`src/rtl/mac_accumulator_if.sv`:
```
// rtl/mac_accumulator_if.sv - product input stream and group-result output stream of the MAC accumulator
interface mac_accumulator_if #(
  parameter int ACC_W = 24,
  parameter int CNT_W = 8
);
  logic             in_valid;
  logic             in_ready;
  logic [15:0]      in_product;
  logic             in_last;
  logic             out_valid;
  logic             out_ready;
  logic [ACC_W-1:0] out_sum;
  logic [CNT_W-1:0] out_count;
  logic             out_ovf;

  modport master (
    output in_valid, in_product, in_last, out_ready,
    input  in_ready, out_valid, out_sum, out_count, out_ovf
  );

  modport slave (
    input  in_valid, in_product, in_last, out_ready,
    output in_ready, out_valid, out_sum, out_count, out_ovf
  );
endinterface

```
`src/rtl/mac_accumulator.sv`:
```
// rtl/mac_accumulator.sv - signed product accumulator that emits one sum/count/overflow result per group
// Define MAC_ACC_SATURATE_EN to clamp the accumulator on overflow instead of wrapping.
module mac_accumulator #(
  parameter int ACC_W = 24,
  parameter int CNT_W = 8
) (
  input logic            clk,
  input logic            rst_n,
  mac_accumulator_if.slave bus
);
  typedef enum logic {ACCUM = 1'b0, HOLD = 1'b1} state_t;

  localparam logic signed [ACC_W-1:0] ACC_MAX = {1'b0, {(ACC_W-1){1'b1}}};
  localparam logic signed [ACC_W-1:0] ACC_MIN = {1'b1, {(ACC_W-1){1'b0}}};
  localparam logic [CNT_W-1:0]        CNT_LIM = {CNT_W{1'b1}};

  state_t                  state, state_nx;
  logic signed [ACC_W-1:0] acc, acc_nx, acc_base, term, sum, acc_upd;
  logic [CNT_W-1:0]        count, count_nx, cnt_base, cnt_inc;
  logic                    ovf, ovf_nx, ovf_base, add_ovf;
  logic                    in_hs, out_hs, closes;

  // The held result lives in the accumulator registers themselves; out_valid gates its meaning.
  assign bus.out_valid = (state == HOLD);
  assign bus.out_sum   = acc;
  assign bus.out_count = count;
  assign bus.out_ovf   = ovf;
  assign bus.in_ready  = rst_n & ((state == ACCUM) | bus.out_ready);

  assign in_hs  = bus.in_valid & bus.in_ready;
  assign out_hs = (state == HOLD) & bus.out_ready;

  always_comb begin
    // A term accepted in HOLD always opens a fresh group, since in_ready there implies out_ready.
    acc_base = (state == HOLD) ? '0 : acc;
    cnt_base = (state == HOLD) ? '0 : count;
    ovf_base = (state == HOLD) ? 1'b0 : ovf;
    term     = {{(ACC_W-16){bus.in_product[15]}}, bus.in_product};
    sum      = acc_base + term;
    add_ovf  = (acc_base[ACC_W-1] == term[ACC_W-1]) && (sum[ACC_W-1] != acc_base[ACC_W-1]);
`ifdef MAC_ACC_SATURATE_EN
    acc_upd  = add_ovf ? (acc_base[ACC_W-1] ? ACC_MIN : ACC_MAX) : sum;
`else
    acc_upd  = sum;
`endif
    cnt_inc  = cnt_base + CNT_W'(1);
    closes   = bus.in_last | (cnt_inc == CNT_LIM);
  end

  always_comb begin
    state_nx = state;
    acc_nx   = acc;
    count_nx = count;
    ovf_nx   = ovf;
    case (state)
      ACCUM: begin
        if (in_hs) begin
          acc_nx   = acc_upd;
          count_nx = cnt_inc;
          ovf_nx   = ovf_base | add_ovf;
          if (closes) state_nx = HOLD;
        end
      end
      HOLD: begin
        if (out_hs) begin
          if (in_hs) begin
            acc_nx   = acc_upd;
            count_nx = cnt_inc;
            ovf_nx   = ovf_base | add_ovf;
            state_nx = closes ? HOLD : ACCUM;
          end else begin
            acc_nx   = '0;
            count_nx = '0;
            ovf_nx   = 1'b0;
            state_nx = ACCUM;
          end
        end
      end
      default: state_nx = ACCUM;
    endcase
  end

  always_ff @(posedge clk or negedge rst_n) begin
    if (!rst_n) begin
      state <= ACCUM;
      acc   <= '0;
      count <= '0;
      ovf   <= 1'b0;
    end else begin
      state <= state_nx;
      acc   <= acc_nx;
      count <= count_nx;
      ovf   <= ovf_nx;
    end
  end
endmodule

```
`src/flat_wrapper.sv`:
```
// flat-port wrapper written by rule: the top's interface ports become plain ports
module mac_accumulator_flat 
#(
  parameter int ACC_W = 24,
  parameter int CNT_W = 8
)
  (clk, rst_n, bus_in_valid, bus_in_product, bus_in_last, bus_out_ready, bus_in_ready, bus_out_valid, bus_out_sum, bus_out_count, bus_out_ovf);
  mac_accumulator_if #(.ACC_W(ACC_W), .CNT_W(CNT_W)) bus_i ();
  input logic clk;
  input logic rst_n;
  input wire logic [$bits(bus_i.in_valid)-1:0] bus_in_valid;
  input wire logic [$bits(bus_i.in_product)-1:0] bus_in_product;
  input wire logic [$bits(bus_i.in_last)-1:0] bus_in_last;
  input wire logic [$bits(bus_i.out_ready)-1:0] bus_out_ready;
  output wire logic [$bits(bus_i.in_ready)-1:0] bus_in_ready;
  output wire logic [$bits(bus_i.out_valid)-1:0] bus_out_valid;
  output wire logic [$bits(bus_i.out_sum)-1:0] bus_out_sum;
  output wire logic [$bits(bus_i.out_count)-1:0] bus_out_count;
  output wire logic [$bits(bus_i.out_ovf)-1:0] bus_out_ovf;
  assign bus_i.in_valid = bus_in_valid;
  assign bus_i.in_product = bus_in_product;
  assign bus_i.in_last = bus_in_last;
  assign bus_i.out_ready = bus_out_ready;
  assign bus_in_ready = bus_i.in_ready;
  assign bus_out_valid = bus_i.out_valid;
  assign bus_out_sum = bus_i.out_sum;
  assign bus_out_count = bus_i.out_count;
  assign bus_out_ovf = bus_i.out_ovf;
  mac_accumulator #(.ACC_W(ACC_W), .CNT_W(CNT_W)) u_core (.clk(clk), .rst_n(rst_n), .bus(bus_i));
endmodule
```
`config.mk`:
```
export PLATFORM = sky130hd
export DESIGN_NAME = mac_accumulator_flat
export DESIGN_NICKNAME = d
export VERILOG_FILES = /design/src/rtl/mac_accumulator_if.sv /design/src/rtl/mac_accumulator.sv /design/src/flat_wrapper.sv
export SDC_FILE = /design/constraint.sdc
export NUM_CORES = 1
export LEC_CHECK = 0
export BUFFER_PORTS_ARGS = -buffer_cell sky130_fd_sc_hd__buf_2
export CAP_MARGIN = 20
export CORE_ASPECT_RATIO = 0.75
export CORE_MARGIN = 1
export CORE_UTILIZATION = 40
export CTS_CLUSTER_DIAMETER = 100
export DETAILED_ROUTE_END_ITERATION = 7
export GPL_ROUTABILITY_DRIVEN = 0
export MAX_ROUTING_LAYER = met4
export PLACE_DENSITY = 0.6
export SYNTH_ARGS = -nofsm -noshare
export SYNTH_HDL_FRONTEND = slang
export SYNTH_SLANG_ARGS = --single-unit
```
`constraint.sdc`:
```
create_clock -name clk -period 3.4 [get_ports clk]
set_input_delay 0.17 -clock clk [delete_from_list [all_inputs] [get_ports clk]]
set_output_delay 0.17 -clock clk [all_outputs]
set_load 0.02 [all_outputs]
```
==> metrics, run 1 <==
VDD IR-drop max=between 300 and 400 µV; top cells by area, synth=dfrtp_1, ha_1, nor2b_1; WL/cell=roughly 15 µm; Mapped Nets=around 370; Synth top cells by count=nand2_1, dfrtp_1, o21ai_0; first-pass GRT wire length=about 12000 µm; htree depth=2; clock share of power=14.4%; sw frac=between 40% and 50%; share of cells above drive strength 1=between 20% and 30%; Initial Utilization=41.2%; n_diodes=0; Syn Inst Count=between 300 and 400; Synth Area in XOR/XNOR=6.26%; Cell variety after synth=between 40 and 50; CTS tree=built; RSZ-0062 raised after global routing=no; Synth Area in Simple Gates=21.3%; outcome=complete, no violations; total CTS buffers=5; Post-synth ARST share=100%; Rel. slew slack=between 40 and 50%; via-per-instance ratio=around 5.4; Die Area=about 0.0073 mm²; maximum clock rate=roughly 350 MHz; DR iter-0 viols=87; fillers=between 600 and 700; CTS sink cnt=34; Final period util=84.6%; Routed met3 length=about 240 µm; Avg Cell Area, Syn=8.56 µm²; GRT Resource Usage Total=20.6%; Compound-Gate Fraction of Synth Area=26.5%; maximum fanout along the worst path=28; largest family of logic cells by synthesized area=compound AO/OA/AOI/OAI gates; Setup Buffers After CTS=0; synthesized flop and latch total=34; final setup skew=~0.012 ns; Worst R2R Setup Slack=approximately 0.52 ns; initial antenna violation count=0; global route overflow=0; Clock Latency Late Sink=0.30 ns; Pwr Density=832 mW/mm²; Startpoint Class=flop; drt drc=0; drt first pass iters=4; total length of routed wires=6890 µm; largest net degree at the start of global routing=36; Core Area=between 0.006 and 0.007 mm²; FF/Latch Area=~850 µm²; required time of the critical path=3.61 ns; IO buf count=55; CP endpoint kind=flop; YS warnings=0; Pint=around 1500 µW; maxcap violations=0; nets=approximately 430; Hold Buf Count CTS=1; Synth area leader=dfrtp_1; minimum clock period after layout=2.88 ns; setup tns final=0 ns; Core Util, Final=between 40% and 50%; post_cts resized=0; HP Class=input pin to flop; post-synth top area share=a little under a third; die span in x=just under 100 µm; Synth Area in Adders=11.9%; Chip Height=approximately 74 µm; area of the multi-input gates=between 0.0015 and 0.002 mm²; Worst EP arrival=between 3 and 4 ns; Top Ports=56; Post-synth EDFFs=0; post-route insts no fill=470; Leak Pwr=around 0.0016 µW; most numerous cell in the Yosys netlist=nand2_1; met2 wire length=about 2800 µm; final hold slack=0.243 ns; Max clock buf depth=2; Combinational Power Share=between 60 and 70%; sequential-to-total area share from yosys stat=between 30% and 40%; number of global-route vias before repair=~2400; Worst Tran Pin Value=about 0.9 ns; Clk pin slew, worst setup/hold paths=~0.080 ns; root buf cell=clkbuf_8; Routed Antenna Nets=0; final hold vios=0; part of the power in registers=24.9%; number of core rows=26; final setup fails=0; Mapped Area=0.00280 mm²; post-synthesis mux area share=0.715%; highest routed layer=met4; DPL Wire Length=4940 µm; wire length on met1=around 3700 µm; CP Class=flop to flop; Area growth syn-to-layout=17.2%; sw power=between 1000 and 1500 µW; Inst Count DP=461; vias=2528; Slew Limit Fails=0; Main synth FF type=dfrtp_1
-- layout make-up --
class / count / area share (%)
Multi-Input combinational cell: 278 / 57.0
Clock inverter: 3 / 1.37
Timing Repair Buffer: 61 / 9.84
Tap cell: 84 / 3.20
Clock buffer: 5 / 2.10
Sequential cell: 34 / 25.9
Inverter: 5 / 0.572
-- metal layers --
metal	track usage (%)	vias up
li1	-	1295
met1	29.3	1163
met2	31.1	64
met3	3.10	6
met4	4.48	0
met5	-	-
-- logic make-up after synthesis --
family	Yosys count
AOI/OAI and AO/OA	107
xor gates and xnor gates	20
adders and majority gates	26
buffers and inverters	15
DFF	34
muxes	2
and+or+nand+nor	123
-- registers in the layout (all words and copies together), names as in the netlist --
signal / flops
u_core.bus.out_valid: 1
u_core.bus.out_ovf: 1
u_core.bus.out_sum: 24
u_core.bus.out_count: 8
-- critical path, cell delays in order (launching register included) --
cell       delay, ns
dfrtp_1         0.44
buf_4           0.34
nor2b_1         0.09
ha_1            0.38
a211oi_1        0.28
o21ai_0         0.13
o211ai_1        0.12
a2bb2oi_1       0.34
o311ai_4        0.19
a21o_1          0.19
nand3_1         0.09
mux2i_1         0.18
-- cells in the final DEF (no fill, tap or decap), types with 3 or more instances in the layout --
master and count:
inv_1 5, nor2b_1 25, o21ai_0 31, buf_2 55, nor3_1 11, a21oi_2 4
nand2_1 39, xnor2_1 10, a22o_1 6, o21a_1 5, xor2_1 10, a21oi_1 26
buf_4 5, o211ai_1 3, dfrtp_1 34, ha_1 25, nand3_1 6, clkbuf_8 5
or3_1 3, o31ai_1 5, nor2_1 26, a21o_1 6, o21ai_1 3
-- final timing paths --
path,start,end,cells after the start
max reg2reg,u_core.bus.out_valid,u_core.bus.out_sum[23],11
max in group asynchronous,rst_n,u_core.bus.out_sum[8],3
max,u_core.bus.out_valid,u_core.bus.out_sum[23],11
min,bus_in_product[0],u_core.bus.out_sum[0],3
min in group asynchronous,rst_n,u_core.bus.out_count[3],3
min reg2reg,u_core.bus.out_sum[22],u_core.bus.out_sum[22],2
-- power by group through the flow --
stage	registers, µW	clock network [µW]	logic, µW
floorplan	854	0	1070
global placement	687	0	1620
detailed placement	686	0	1640
CTS	679	406	1660
global route	705	421	1840
finish	680	394	1660
-- stage by stage --
step	cell area, µm²	power (µW)	worst slack [ns]
final	3280	2730	0.522
after global placement	3160	2310	0.594
after floorplan	2800	1920	0.335
after CTS	3280	2750	0.515
after global routing	3280	2970	0.325
after detailed placement	3160	2330	0.535
Note: power is estimated with default switching activity, not from simulation.
==> inputs of run 2 (changes only) <==
ABC_AREA = 1   (was unset)
PLACE_DENSITY = 0.59   (was 0.6)
clock period = 2.65 ns   (was 3.4 ns; I/O delays follow)
==> run 2 against run 1 <==
  * The flow now finishes with violations (DRC)
  * Highest routed layer unchanged
  * Die area up 16%
  * Largest cell class unchanged
  * Setup slack worse by 0.28 ns
  * Critical endpoint is now u_core.bus.out_sum[18]
  * Sequential share of layout area down 3.1 points
  * Synthesized cell count up 55%
==> metrics, run 2 <==
outcome=finished, violations left; failing checks=DRC; Final period util=90.8% (+6.1 points); Leak Pwr=0.00204 µW (+29%); die span in x=106 µm (+7.6%); n_diodes=0 (unchanged); Syn Inst Count=508 (+55%); Worst Tran Pin Value=0.499 ns (-0.375 ns); CP max stage cell=nor2_1; Core Util, Final=47.3% (-1.0 points); required time of the critical path=2.83 ns (-0.78 ns); R2R cell count=10 (-1); via-per-instance ratio=4.97 (-7.7%); R2R Path End=u_core.bus.out_sum[18]; most used routing layer=met2; Synth top cells by count=nand2_1, inv_1, nor2_1; Worst R2R Setup Slack=0.24 ns (-0.28 ns); Die Area=0.00850 mm² (+16%); sequential-to-total area share from yosys stat=26.2% (-4.2 points); Slowest Stage Delay on Critical Path=0.43 ns (about the same); met3 global-route usage=5.60% (+2.5 points); clock share of power=12.4% (-2.0 points); final setup fails=0 (unchanged); max reg flops=24 (unchanged); Min-Delay Endpoint=u_core.bus.out_valid; Setup Buffers After CTS=0 (unchanged); Initial Utilization=41.3% (+0.069 points); IO buf count=55 (unchanged); drt first pass iters=7 (+3); hold path depth=5 (+2); first-pass GRT wire length=14500 µm (+25%); global route overflow=0 (unchanged); design area=0.00372 mm² (+14%); Hold Buf Count CTS=1 (unchanged); setup tns final=0 ns (unchanged); GRT Resource Usage Total=22.4% (+1.8 points); final setup skew=0.00308 ns (-0.00876 ns); htree depth=2 (unchanged); CP endpoint kind=flop; drt drc=1 (+1); maximum fanout along the worst path=20 (-29%); YS warnings=0 (unchanged); Worst EP arrival=2.59 ns (-0.50 ns); post-synth top area share=26.2% (-4.2 points); Pwr Density=904 mW/mm² (+8.7%); Slew Limit Fails=0 (unchanged); largest net degree at the start of global routing=35 (-2.8%); HP Class=input pin to flop; Area growth syn-to-layout=14.5%; Avg Cell Area, Syn=6.40 µm² (-25%); Cell variety after synth=31 (-35%); area of the multi-input gates=0.00203 mm² (+8.7%); Top Ports=56 (unchanged); part of the power in registers=24.1% (-0.8 points); Max clock buf depth=2 (unchanged); Core Area=0.00788 mm² (+16%); hold_sp=bus_in_last; top cells by area, synth=dfrtp_1, nand2_1, ha_1; Pint=1640 µW (+12%); share of cells above drive strength 1=15.8% (-6.2 points); nets=614 (+42%); Synth area leader=dfrtp_1; WL/cell=13.2 µm (-10%); Crit path top cell by count=nand2_1; routing usage on met1=31.4% (+2.1 points); DR iter-0 viols=201 (+130%); initial antenna violation count=0 (unchanged); CTS sink cnt=34 (unchanged); total length of routed wires=8880 µm (+29%); critical path cell sequence=buf_4 -> nor2_1 -> ha_1 -> nand2_1 -> nor2_1 -> nand4_1 -> nand3_1 -> nand2_1 -> nand3_1 -> nand2_1; met2 Usage GRT=32.8% (+1.6 points); Post-DP Area=0.00362 mm² (+15%); Mapped Area=0.00325 mm² (+16%); DPL Wire Length=6940 µm (+40%); Startpoint Class=flop; CP Class=flop to flop; root buf cell=clkbuf_8; FF/Latch Area=851 µm² (unchanged); Rel. slew slack=66.6% (+25 points); Clk pin slew, worst setup/hold paths=0.07 ns (about the same); post_cts resized=0 (unchanged); post-route insts no fill=673 (+43%); vias=3342 (+32%); Pwr Total=3370 µW (+23%); Clock Latency Late Sink=0.29 ns (about the same); Mapped Nets=555 (+48%); maximum clock rate=416 MHz (+20%); RR Startpoint=u_core.bus.out_valid; Inst Count DP=664 (+44%); final hold vios=0 (unchanged); Main synth FF type=dfrtp_1; synthesized flop and latch total=34 (unchanged); Post-synth ARST share=100% (unchanged); Combinational Power Share=63.5% (+2.8 points); fillers=861 (+25%); CTS tree=built; number of core rows=28 (+7.7%); VDD IR-drop max=383 µV (+4.6%); sw power=1730 µW (+37%); sw frac=51.4% (+5.0 points); number of global-route vias before repair=3042 (+28%); Routed Antenna Nets=0 (unchanged); Chip Height=80.1 µm (+7.6%); most numerous cell in the Yosys netlist=nand2_1; Post-synth EDFFs=0 (unchanged); minimum clock period after layout=2.41 ns (-0.473 ns); RSZ-0062 raised after global routing=no; total CTS buffers=5 (unchanged); maxcap violations=0 (unchanged); commonest non-fill, non-tap cell in the layout=nand2_1; most frequent cells in the layout=nand2_1, inv_1, nor2_1
## run 2: cell families after synthesis
kind of cell               after synthesis  synth area share [%]
and+or+nand+nor                        276                  36.5
DFF                                     34                  26.2
adders and majority gates               26                  10.2
xor gates and xnor gates                 5                  1.35
AOI/OAI and AO/OA                       78                  14.4
buffers and inverters                   89                  11.4
## run 2: final cells by class
cell class,count,share of cell area (%)
Clock buffer,7,2.32
Sequential cell,34,22.8
Clock inverter,1,0.134
Multi-Input combinational cell,385,54.6
Inverter,81,8.16
Timing Repair Buffer,60,8.46
Tap cell,105,3.53
## run 2: metal layers
| metal | part of all wire (%) | vias up | wire [µm] |
|---|---|---|---|
| met4 | 0.71 | 0 | 63 |
| met5 | 0 | - | 0 |
| li1 | - | 1741 | - |
| met1 | 51 | 1499 | 4540 |
| met2 | 42 | 96 | 3690 |
| met3 | 6.6 | 6 | 588 |
## run 2: power groups by stage
stage | logic, µW | clock network [µW] | registers (µW)
floorplan | 1350 | 0 | 1040
global placement | 2110 | 0 | 817
detailed placement | 2120 | 0 | 823
CTS | 2140 | 435 | 814
global route | 2410 | 458 | 840
finish | 2140 | 416 | 812
## run 2: through the flow
step / hold WS (ns) / setup WS (ns)
2_1_floorplan: -0.163 / 0.351
3_3_place_gp: 0.225 / 0.294
3_5_place_dp: 0.232 / 0.330
4_1_cts: 0.129 / 0.285
5_1_grt: 0.144 / 0.0415
6_report: 0.126 / 0.245
## run 2: worst max-delay path by stage
stage	from	end	slack, ns
4_1_cts	u_core.bus.out_valid	u_core.bus.out_sum[18]	0.29
3_5_place_dp	u_core.bus.out_valid	u_core.bus.out_sum[22]	0.33
5_1_grt	u_core.bus.out_valid	u_core.bus.out_sum[22]	0.04
2_1_floorplan	u_core.bus.out_valid	u_core.bus.out_ovf	0.35
6_report	u_core.bus.out_valid	u_core.bus.out_sum[18]	0.24
3_3_place_gp	u_core.bus.out_valid	u_core.bus.out_sum[18]	0.29
## run 2: worst max-delay path, delay by kind of cell, from the launching register on
family                   cells  cell delay (ns)
adder cells (fa/ha/maj)      1             0.37
AND/OR/NAND/NOR              8             1.22
buffers and inverters        1             0.29
flip-flops                   1             0.41
